File: config.mk
export PLATFORM = sky130hd
export DESIGN_NAME = pitch_smoother
export DESIGN_NICKNAME = d
export VERILOG_FILES = /design/src/rtl/pitch_smoother.sv
export SDC_FILE = /design/constraint.sdc
export NUM_CORES = 1
export LEC_CHECK = 0
export ABC_CLOCK_PERIOD_IN_PS = 4250
export BUFFER_PORTS_ARGS = -buffer_cell sky130_fd_sc_hd__buf_2
export CAP_MARGIN = 40
export CELL_PAD_IN_SITES_DETAIL_PLACEMENT = 1
export CELL_PAD_IN_SITES_GLOBAL_PLACEMENT = 1
export CORE_UTILIZATION = 30
export DETAILED_ROUTE_END_ITERATION = 12
export PLACE_DENSITY = 0.64
export SYNTH_ARGS = -nofsm -noshare
export SYNTH_HDL_FRONTEND = slang
export SYNTH_SLANG_ARGS = --single-unit
File: constraint.sdc
create_clock -name clk -period 4.25 [get_ports clk]
set_input_delay 0.6375 -clock clk [delete_from_list [all_inputs] [get_ports clk]]
set_output_delay 0.6375 -clock clk [all_outputs]
set_load 0.01 [all_outputs]
File: src/rtl/pitch_smoother.sv
// Moving-average pitch smoother: keeps the last DEPTH pitch bins, emits their
// truncated mean plus a stability flag whenever the full history advances.
module pitch_smoother #(
    parameter int W     = 10,
    parameter int DEPTH = 8,
    parameter int TOL   = 2
) (
    input  logic                     clk,
    input  logic                     reset,
    input  logic                     flush,
    input  logic [W-1:0]             pitch_in_data,
    input  logic                     pitch_in_valid,
    output logic                     pitch_in_ready,
    output logic [W-1:0]             pitch_out_data,
    output logic                     pitch_out_valid,
    input  logic                     pitch_out_ready,
    output logic                     pitch_stable,
    output logic [$clog2(DEPTH):0]   fill_count
);

    localparam int AW = $clog2(DEPTH);
    localparam int SW = W + AW;
    localparam int FW = AW + 1;

    typedef enum logic [1:0] {S_FILL, S_WAIT, S_SCAN, S_EMIT} state_t;

    state_t         r_state;
    state_t         w_next;
    logic [W-1:0]   r_buf [DEPTH];
    logic [AW-1:0]  r_wp;
    logic [AW-1:0]  r_idx;
    logic [FW-1:0]  r_fill;
    logic [SW-1:0]  r_sum;
    logic [W-1:0]   r_min;
    logic [W-1:0]   r_max;
    logic [W-1:0]   r_out_data;
    logic           r_out_valid;
    logic           r_stable;
    logic           r_in_ready;
    logic           w_accept;
    logic           w_consume;
    logic [W-1:0]   w_entry;
    logic [W-1:0]   w_spread;

    // r_in_ready is only high in FILL/WAIT, so it alone qualifies an accept.
    assign w_accept  = pitch_in_valid && r_in_ready && !flush;
    assign w_consume = r_out_valid && pitch_out_ready;
    assign w_entry   = r_buf[r_idx];
    assign w_spread  = r_max - r_min;

    always_comb begin
        w_next = r_state;
        case (r_state)
            S_FILL: if (w_accept && r_fill == FW'(DEPTH - 1)) w_next = S_SCAN;
            S_WAIT: if (w_accept) w_next = S_SCAN;
            S_SCAN: if (r_idx == AW'(DEPTH - 1)) w_next = S_EMIT;
            S_EMIT: if (w_consume) w_next = S_WAIT;
            default: w_next = S_FILL;
        endcase
        if (flush) w_next = S_FILL;
    end

    always_ff @(posedge clk or negedge reset) begin
        if (!reset) r_state <= S_FILL;
        else        r_state <= w_next;
    end

    always_ff @(posedge clk) begin
        if (w_accept) r_buf[r_wp] <= pitch_in_data;
    end

    always_ff @(posedge clk or negedge reset) begin
        if (!reset) begin
            r_sum       <= '0;
            r_wp        <= '0;
            r_idx       <= '0;
            r_fill      <= '0;
            r_min       <= '0;
            r_max       <= '0;
            r_out_data  <= '0;
            r_out_valid <= 1'b0;
            r_stable    <= 1'b0;
            r_in_ready  <= 1'b0;
        end else begin
            // Ready is registered from the next-state decode.
            r_in_ready <= (w_next == S_FILL) || (w_next == S_WAIT);
            if (flush) begin
                r_sum       <= '0;
                r_wp        <= '0;
                r_idx       <= '0;
                r_fill      <= '0;
                r_out_valid <= 1'b0;
                r_stable    <= 1'b0;
            end else begin
                case (r_state)
                    S_FILL: if (w_accept) begin
                        r_sum  <= r_sum + SW'(pitch_in_data);
                        r_wp   <= r_wp + AW'(1);
                        r_fill <= r_fill + FW'(1);
                    end
                    S_WAIT: if (w_accept) begin
                        r_sum <= r_sum + SW'(pitch_in_data) - SW'(r_buf[r_wp]);
                        r_wp  <= r_wp + AW'(1);
                    end
                    S_SCAN: begin
                        r_idx <= r_idx + AW'(1);
                        if (r_idx == '0) begin
                            r_min <= w_entry;
                            r_max <= w_entry;
                        end else begin
                            if (w_entry < r_min) r_min <= w_entry;
                            if (w_entry > r_max) r_max <= w_entry;
                        end
                    end
                    S_EMIT: begin
                        // First EMIT cycle latches the result; valid rises one cycle after SCAN ends.
                        if (!r_out_valid) begin
                            r_out_data  <= W'(r_sum >> AW);
                            r_stable    <= (w_spread <= W'(TOL));
                            r_out_valid <= 1'b1;
                        end else if (pitch_out_ready) begin
                            r_out_valid <= 1'b0;
                        end
                    end
                    default: ;
                endcase
            end
        end
    end

    assign pitch_in_ready  = r_in_ready;
    assign pitch_out_data  = r_out_data;
    assign pitch_out_valid = r_out_valid;
    assign pitch_stable    = r_stable;
    assign fill_count      = r_fill;

endmodule

**Word level (Yosys, flattened, before mapping)**

Memory sizes are Yosys's and may differ from the RTL's.
Index checks and enable logic that the tools add are counted.

- Register bits after elaboration: 58
- Memory bits (writable): 80
- Input port bits: 15
- Word-level logic and storage cells: 88
- Memories kept: 1

- Add/subtract/negate cells: 6
- Magnitude comparators: 3
- Equality and inequality tests: 9
- Mux-type cells: 31
- Bitwise operators: 2
- Reduce and logical (&&, ||, !) cells: 25

Memory list:

| memory | depth | width | read ports | clocked after Yosys merged registers in | write ports | RTL line | source |
|---|---|---|---|---|---|---|---|
| r_buf | 8 | 10 | 2 | 0 | 1 | 29 | `logic [W-1:0] r_buf [DEPTH];` |

Operators by type and width:

| cell | count |
|---|---|
| $mux W10 | 4 |
| $mux W13 | 3 |
| $pmux W13 S2 | 1 |
| $mux W3 | 5 |
| $reduce_bool A2 Y1 | 7 |
| $add A13 B10 Y13 | 1 |
| $sub A13 B10 Y13 | 1 |
| $mux W4 | 3 |
| $reduce_and A3 Y1 | 4 |
| $gt A10 B10 Y1 | 1 |
| $le A10 B2 Y1 const B | 1 |
| $lt A10 B10 Y1 | 1 |
| $mux W2 | 5 |
| $sub A10 B10 Y10 | 1 |
| $mux W1 | 9 |
| $pmux W2 S4 | 1 |
| $add A3 B1 Y3 const B | 2 |
| $ne A3 B3 Y1 const B | 2 |
| $reduce_and A2 Y1 | 3 |
| $add A4 B1 Y4 const B | 1 |
| $eq A2 B1 Y1 const B | 2 |
| $eq A2 B2 Y1 const B | 2 |
| $eq A4 B3 Y1 const B | 1 |
| $logic_and A1 B1 Y1 | 4 |
| other kinds (9) | 11 |

**Depth between registers and ports, before layout**

Gate-level depths: netlist of the first run.

- Depth in word-level cells: 8
- Mapped depth: 15
- Mapped depth without buffers: 14

**Worst setup path after synthesis of the first run**

OpenSTA, ideal clock, no wires.

- Path type: input port to flip-flop
- Start point: input pitch_in_data[0]
- End point: register r_sum[11]
- Library setup time: 0.134 ns
- Arrival: 3.421 ns
- Data required time: 4.116 ns
- Slack: 0.694 ns
- Cell stages on the path: 14
- Path through: ha_1 fa_1 a211oi_1 o21bai_1 a21oi_1 xnor2_1 ha_1 a21oi_1 nor2b_1 a2111oi_0 a21oi_1 a22oi_1 xnor2_1 o21ai_0

- Word-level cells in the longest chain between the ends: 5
- Elaborated cells on any way between the ends: 6
- Classes of those cells: 2 x add/sub; 4 x mux

RTL lines:

| element | RTL line | source |
|---|---|---|
| start, declared | 11 | `input logic [W-1:0] pitch_in_data,` |
| $add A13 B10 Y13 (*) | 97, 102 |  |
| $sub A13 B10 Y13 | 102 | `r_sum <= r_sum + SW'(pitch_in_data) - SW'(r_buf[r_wp]);` |
| $mux W13 | 101 | `S_WAIT: if (w_accept) begin` |
| $pmux W13 S2 (*) | 95 | `case (r_state)` |
| $mux W13 (*) | 87 | `if (flush) begin` |
| end signal, assigned | 97 | `r_sum <= r_sum + SW'(pitch_in_data);` |
| end signal, assigned | 102 |  |
| end, declared | 33 | `logic [SW-1:0] r_sum;` |

Every way passes the cells marked *; elsewhere a longest branch is shown, timed or not. The select of a mux whose other input is x is not followed.
A chain may end at the register's enable or synchronous reset.

**Worst setup path in the final report of the first run**

- Start point: register r_wp[1]
- End point: register r_sum[10]

- Word-level cells in the longest chain between the ends: 5

RTL lines:

| element | RTL line | source |
|---|---|---|
| start, declared | 30 | `logic [AW-1:0] r_wp;` |
| start signal, assigned | 98 | `r_wp <= r_wp + AW'(1);` |
| start signal, assigned | 103 | `r_wp <= r_wp + AW'(1);` |
| $mem_v2 Z8 W10 | - |  |
| $sub A13 B10 Y13 | 102 |  |
| $mux W13 | 101 |  |
| $pmux W13 S2 | 95 |  |
| $mux W13 | 87 |  |

Every way passes these cells. The select of a mux whose other input is x is not followed.

==> impl_metrics.json, run 1 <==
{
  "fin_nets": 786,
  "min_period_over_period": 0.931,
  "syn-cell-area_mm2": 0.00793,
  "die_h_um": 165,
  "postCtsSetupRepairBufs": 0,
  "max_freq_ghz": 0.253,
  "crit_path_top_delay_cell": "dfrtp_1",
  "numCtsBuffers": 17,
  "cts_max_path_buffers": 2,
  "place.gp.congestion": 0.841,
  "synthFlopType": "edfxtp_1",
  "ys_async_sr_fraction": 0.420,
  "holdCritPathClass": "in -> async",
  "place_inst": 1031,
  "path_class": "reg -> reg",
  "grt_max_degree": 31,
  "slew_viol_final": 0,
  "antenna_found_initial": 0,
  "fin_cells": 1063,
  "vias": 5590,
  "final_hold_viol_count": 0,
  "grt_pass1_vias": 5857,
  "cp.arrival_ns": 4.30,
  "cts_tree": "built",
  "finalSetupTns_ns": 0,
  "synth_edf_count": 80,
  "critPathBufInv": 0,
  "layout_min_cycle_time_ns": 3.96,
  "wirelength_um": 21500,
  "ctsResizeCount": 0,
  "setup_viol": 0,
  "skew_ns": 0.00803,
  "path_max_fanout": 18,
  "reg2reg_from": "r_wp[1]",
  "clock-root-buffer": "clkbuf_16",
  "startpoint": "r_wp[1]",
  "die_x_um": 165,
  "port_buffers": 31,
  "layout-drive-gt1-share": 0.213,
  "grt.met2_usage": 0.279,
  "clock_latency_ns": 0.42,
  "crit_path_max_incr_delay_ns": 0.84,
  "use_met3": 0.0286,
  "use_met1": 0.225,
  "ys_seq_elements": 138,
  "syn_inst": 666,
  "status": "completed",
  "busiest_layer": "met2",
  "ctsHtreeMaxLevel": 4,
  "cts_hold_buf": 0,
  "dp_hpwl_um": 16000,
  "ios": 32,
  "post-route-util": 0.354,
  "endpoint_kind": "flop",
  "ys_seq_area_frac": 0.486,
  "grt_remaining_overflow": 0,
  "p_leak_uw": 0.00367,
  "core_mm2": 0.0260,
  "ys_warn_count": 0,
  "worstMarginPinSlew_ns": 0.805,
  "synth_area_per_cell_um2": 11.9,
  "num_rows": 59,
  "peakVddDrop_mv": 0.244,
  "cp.required_ns": 4.59,
  "route.detailed.drc": 0,
  "maxSlewHeadroom": 0.463,
  "vias_per_cell": 5.26,
  "path_cells": "mux2_2, a22oi_1, o221ai_1, ha_1, fa_1, nor2b_1, o31a_1, o21ai_1, o211ai_1, xor2_1, or4_1, a21oi_1",
  "routedWlPerCell_um": 20.2,
  "synth_cell_types": 62,
  "maxCapViolCount": 0,
  "clk_pin_slew_worst_paths_ns": 0.07,
  "clock_sinks": 138,
  "track_usage": 0.167,
  "rsz0062_at_grt": "false",
  "antenna_left": 0,
  "grt_first_pass_wirelength_um": 33800,
  "setup.worst_path.start_class": "flop",
  "initial_core_util": 0.305,
  "drt_pass1_iterations": 4,
  "first_iter_violations": 290,
  "synth_nets": 737,
  "die-area_mm2": 0.0271,
  "antenna_cells": 0,
  "cp_top_family": "compound AO/OA/AOI/OAI gates",
  "power_density_mw_per_mm2": 411,
  "area_growth_syn_to_layout_pct": 16.0
}
flip-flops by register name, summed over array words and instances, names as in the netlist:
signal and count:
fill_count 4, pitch_in_ready 1, pitch_out_data 10, pitch_out_valid 1, pitch_stable 1, r_buf 80
r_idx 3, r_max 10, r_min 10, r_state 2, r_sum 13, r_wp 3
worst reg2reg max path, cell delays in order, from the launching register on:
cell	delay, ns
dfrtp_1	0.84
mux2_2	0.43
a22oi_1	0.14
o221ai_1	0.23
ha_1	0.30
fa_1	0.40
nor2b_1	0.25
o31a_1	0.24
o21ai_1	0.15
o211ai_1	0.23
xor2_1	0.12
or4_1	0.42
a21oi_1	0.15
Yosys cell counts (all sizes together) (5+ instances only):
library cell / number / area (um2)
edfxtp: 80 / 2400
dfrtp: 58 / 1450
ha: 53 / 663
nand2: 53 / 199
o21ai: 48 / 244
nor2: 46 / 173
mux2: 36 / 405
a21oi: 32 / 160
inv: 29 / 109
mux4: 26 / 586
clkbuf: 17 / 63.8
nor2b: 14 / 87.6
xnor2: 14 / 123
mux2i: 13 / 143
a21o: 12 / 90.1
nand2b: 11 / 68.8
xor2: 11 / 96.3
nor3: 10 / 50.1
a211oi: 9 / 67.6
a221oi: 8 / 70.1
buf: 7 / 26.3
nand3: 7 / 35.0
a22oi: 5 / 37.5
and3: 5 / 31.3
final timing paths:
check	slack, ns	to	cells after the start
hold reg to reg	0.50	r_sum[0]	2
max in group asynchronous	3.10	pitch_out_data[9]	2
setup reg to reg	0.29	r_sum[10]	12
hold / removal	0.26	fill_count[0]	1
min in group clk	0.50	r_sum[0]	2
setup / recovery	0.29	r_sum[10]	12
logic make-up after synthesis:
family	after synthesis	share of synthesized area
AO/OA/AOI/OAI	158	0.133
XOR/XNOR	25	0.0276
multiplexers	75	0.143
adder cells (fa/ha/maj)	56	0.0913
buffers and inverters	54	0.0256
AND/OR/NAND/NOR	160	0.0936
flip-flops	138	0.486
report_power, final:
| group | internal, uW | leakage (uW) | switching (uW) |
|---|---|---|---|
| logic | 313 | 0.00192 | 449 |
| registers | 1460 | 0.00147 | 45.7 |
| clock network | 877 | 0.000286 | 625 |
placed cells by master, fill, tap and decap left out, types with 17 or more instances in the layout:
master | Yosys | routed
dfrtp_1 | 58 | 58
mux4_2 | 26 | 26
clkbuf_16 | 0 | 17
mux2_2 | 36 | 36
nor2_1 | 46 | 46
inv_1 | 29 | 29
ha_1 | 53 | 53
buf_2 | 0 | 31
o21ai_0 | 44 | 44
edfxtp_1 | 80 | 80
a21oi_1 | 32 | 32
nand2_1 | 53 | 53
buf_4 | 0 | 22
metrics by stage:
stage	hold slack [ns]	total power, uW	area [um2]	setup slack (ns)
2_1_floorplan	0.342	2060	7930	0.694
3_3_place_gp	0.474	2270	8600	0.261
3_5_place_dp	0.488	2290	8600	0.189
4_1_cts	0.270	3800	9190	0.315
5_1_grt	0.303	3950	9190	0.0447
6_report	0.262	3770	9190	0.292
layout make-up:
type | count | area [um2]
clock buffers | 17 | 425
clock inverters | 15 | 165
fillers | 2829 | 16800
inverters | 30 | 113
multi-input cells | 474 | 3870
flip-flops and latches | 138 | 3850
well taps | 335 | 419
repair buffers | 54 | 340
routing by layer:
metal / vias up / part of all wire
li1: 2614 / -
met1: 2871 / 0.47
met2: 93 / 0.49
met3: 12 / 0.032
met4: 0 / 0.0095
met5: - / 0
Power figures use the tool's default switching activity.
==> run 2: changes to the inputs <==
--- a/config.mk
+++ b/config.mk
@@ -5,6 +5,7 @@
 export SDC_FILE = /design/constraint.sdc
 export NUM_CORES = 1
 export LEC_CHECK = 0
+export ABC_AREA = 1
 export ABC_CLOCK_PERIOD_IN_PS = 4250
 export BUFFER_PORTS_ARGS = -buffer_cell sky130_fd_sc_hd__buf_2
 export CAP_MARGIN = 40
@@ -12,7 +13,7 @@
 export CELL_PAD_IN_SITES_GLOBAL_PLACEMENT = 1
 export CORE_UTILIZATION = 30
 export DETAILED_ROUTE_END_ITERATION = 12
-export PLACE_DENSITY = 0.64
+export PLACE_DENSITY = 0.67
 export SYNTH_ARGS = -nofsm -noshare
 export SYNTH_HDL_FRONTEND = slang
 export SYNTH_SLANG_ARGS = --single-unit
==> impl_metrics.json, run 2 <==
{
  "status": "completed",
  "clock_latency_ns": 0.43,
  "cts_max_path_buffers": 2,
  "final_hold_viol_count": 0,
  "clk_pin_slew_worst_paths_ns": 0.07,
  "largest_reg_flops": 80,
  "path_class": "reg -> reg",
  "vias": 7048,
  "slew_viol_final": 0,
  "peakVddDrop_mv": 0.290,
  "skew_ns": 0.0116,
  "cts_tree": "built",
  "synthFlopType": "edfxtp_1",
  "layout_common_cells": "nand2_1 (194), inv_1 (120), o21ai_0 (88)",
  "vias_per_cell": 5.17,
  "synth_cell_types": 46,
  "synth_nets": 1028,
  "worstReg2RegEnd": "r_sum[10]",
  "swShare": 0.379,
  "antenna_found_initial": 0,
  "endpoint_kind": "flop",
  "first_iter_violations": 487,
  "grt_remaining_overflow": 0,
  "die-area_mm2": 0.0281,
  "routedWlPerCell_um": 19.4,
  "synth_area_per_cell_um2": 8.60,
  "post-route-util": 0.353,
  "ctsHtreeMaxLevel": 4,
  "syn_inst": 957,
  "largest-register": "r_buf",
  "initial_core_util": 0.306,
  "r2r_cells": 17,
  "ys_seq_elements": 138,
  "pwr-share-comb": 0.359,
  "setup.worst_path.start_class": "flop",
  "wirelength_um": 26400,
  "cts_hold_buf": 0,
  "ys_seq_area_frac": 0.468,
  "die_h_um": 168,
  "switchingPower_uw": 1940,
  "die_x_um": 168,
  "final_common_cell": "nand2_1",
  "startpoint": "r_wp[0]",
  "antenna_cells": 0,
  "cp.arrival_ns": 3.76,
  "dp_hpwl_um": 19200,
  "grt_pass1_vias": 7229,
  "cp.required_ns": 4.57,
  "reg2reg_from": "r_wp[0]",
  "r2r_slack_ns": 0.80,
  "max_freq_ghz": 0.290,
  "synth_most_common_cell": "nand2_1",
  "postCtsSetupRepairBufs": 0,
  "ctsResizeCount": 0,
  "synth_top_area_frac": 0.292,
  "area_growth_syn_to_layout_pct": 15.5,
  "place.gp.congestion": 0.824,
  "rsz0062_at_grt": "false",
  "numCtsBuffers": 17,
  "grt_first_pass_wirelength_um": 41500,
  "num_rows": 60,
  "ys_top_cells_by_area": "edfxtp_1 (29%), dfrtp_1 (18%), nand2_1 (8.8%)",
  "drt_pass1_iterations": 5,
  "track_usage": 0.196,
  "clock_sinks": 138,
  "synth_edf_count": 80,
  "maxSlewHeadroom": 0.493,
  "holdCritPathClass": "in -> async",
  "p_int_uw": 3180,
  "synth_common_cells": "nand2_1 (194), inv_1 (120), o21ai_0 (88)",
  "worstMarginPinSlew_ns": 0.758,
  "fin_nets": 1079,
  "ios": 32,
  "maxCapViolCount": 0,
  "ys_async_sr_fraction": 0.420,
  "pwr-share-clk": 0.323,
  "finalPower_uw": 5120,
  "p_seq_frac": 0.319,
  "min_period_over_period": 0.811,
  "top_regs": "r_buf: 80 flops, r_sum: 13 flops",
  "route.detailed.drc": 0,
  "power_density_mw_per_mm2": 538,
  "finalSetupTns_ns": 0,
  "ys_warn_count": 0,
  "layout_min_cycle_time_ns": 3.45,
  "setup_viol": 0,
  "syn-cell-area_mm2": 0.00823,
  "path_max_fanout": 7,
  "p_leak_uw": 0.00424,
  "grt_max_degree": 48,
  "antenna_left": 0,
  "port_buffers": 31,
  "layout-drive-gt1-share": 0.111,
  "core_mm2": 0.0270,
  "yosys.area.top_type": "edfxtp_1",
  "clock-root-buffer": "clkbuf_16"
}
-- run 2: cell types whose count changed after synthesis, sizes merged, moves of 12 or more --
cell,change
mux2,-35
nand3,+58
mux4,-26
nor2,+39
buf,+12
nor2b,-14
nand4,+12
a21oi,+30
inv,+95
nand2,+147
mux2i,-13
o21ai,+42
-- run 2: power by group through the flow --
stage	combinational, uW	clock, uW	sequential (uW)
after floorplan	1380	0	1620
final	1840	1650	1630
after global placement	1770	0	1660
after CTS	1840	1680	1630
after global routing	2110	1730	1650
after detailed placement	1820	0	1660
-- run 2: layout make-up --
cell class                 instances  area (um2)
clock buffer                      17         425
timing repair buffer              58         358
clock inverter                    15         224
multi-input combinational        666        3740
tap                              341         427
inverter                         127         479
sequential                       138        3850
fill                            3165       17400
-- run 2: logic make-up after synthesis --
family                     after synthesis  share of synthesized area
AOI/OAI and AO/OA                      216                      0.152
muxes                                    1                    0.00137
adders and majority gates               56                     0.0878
buffers and inverters                  153                     0.0773
and+or+nand+nor                        380                      0.199
xor gates and xnor gates                13                     0.0138
DFF                                    138                      0.468
-- run 2: how the worst max path moves through the flow --
stage | end | slack (ns) | cells past startpoint
floorplan | r_sum[11] | 1.26 | 21
global placement | r_sum[11] | 0.79 | 19
detailed placement | r_sum[11] | 0.70 | 19
CTS | r_sum[10] | 0.82 | 19
global route | r_sum[10] | 0.56 | 17
finish | r_sum[10] | 0.80 | 17
-- run 2: per-layer routing --
layer	wire [um]	track usage	part of all wire	vias to the layer above
met3	872	0.0253	0.033	22
li1	-	-	-	3385
met1	12400	0.261	0.47	3494
met5	0	0	0	-
met4	408	0.0582	0.015	0
met2	12700	0.330	0.48	147
-- run 2: critical path, stage by stage (launching register included) --
cell and delay [ns]:
dfrtp_1 0.49, inv_1 0.14, nand3_1 0.28, inv_1 0.29
a221oi_1 0.36, nand2_1 0.16, ha_1 0.26, fa_1 0.42
inv_1 0.07, nand3_1 0.06, nand2_1 0.14, nand2_1 0.07
nand2_1 0.11, nand2_1 0.07, nand3_1 0.11, a21oi_2 0.06
o21ai_0 0.14, o21ai_0 0.10
-- run 2: stage by stage --
stage	instances	instance area, um2	hold WS [ns]	worst slack, ns
floorplan	957	8230	0.342	1.26
global placement	1329	8850	0.455	0.790
detailed placement	1330	8860	0.464	0.697
CTS	1362	9510	0.276	0.817
global route	1362	9510	0.314	0.557
finish	1362	9510	0.269	0.804
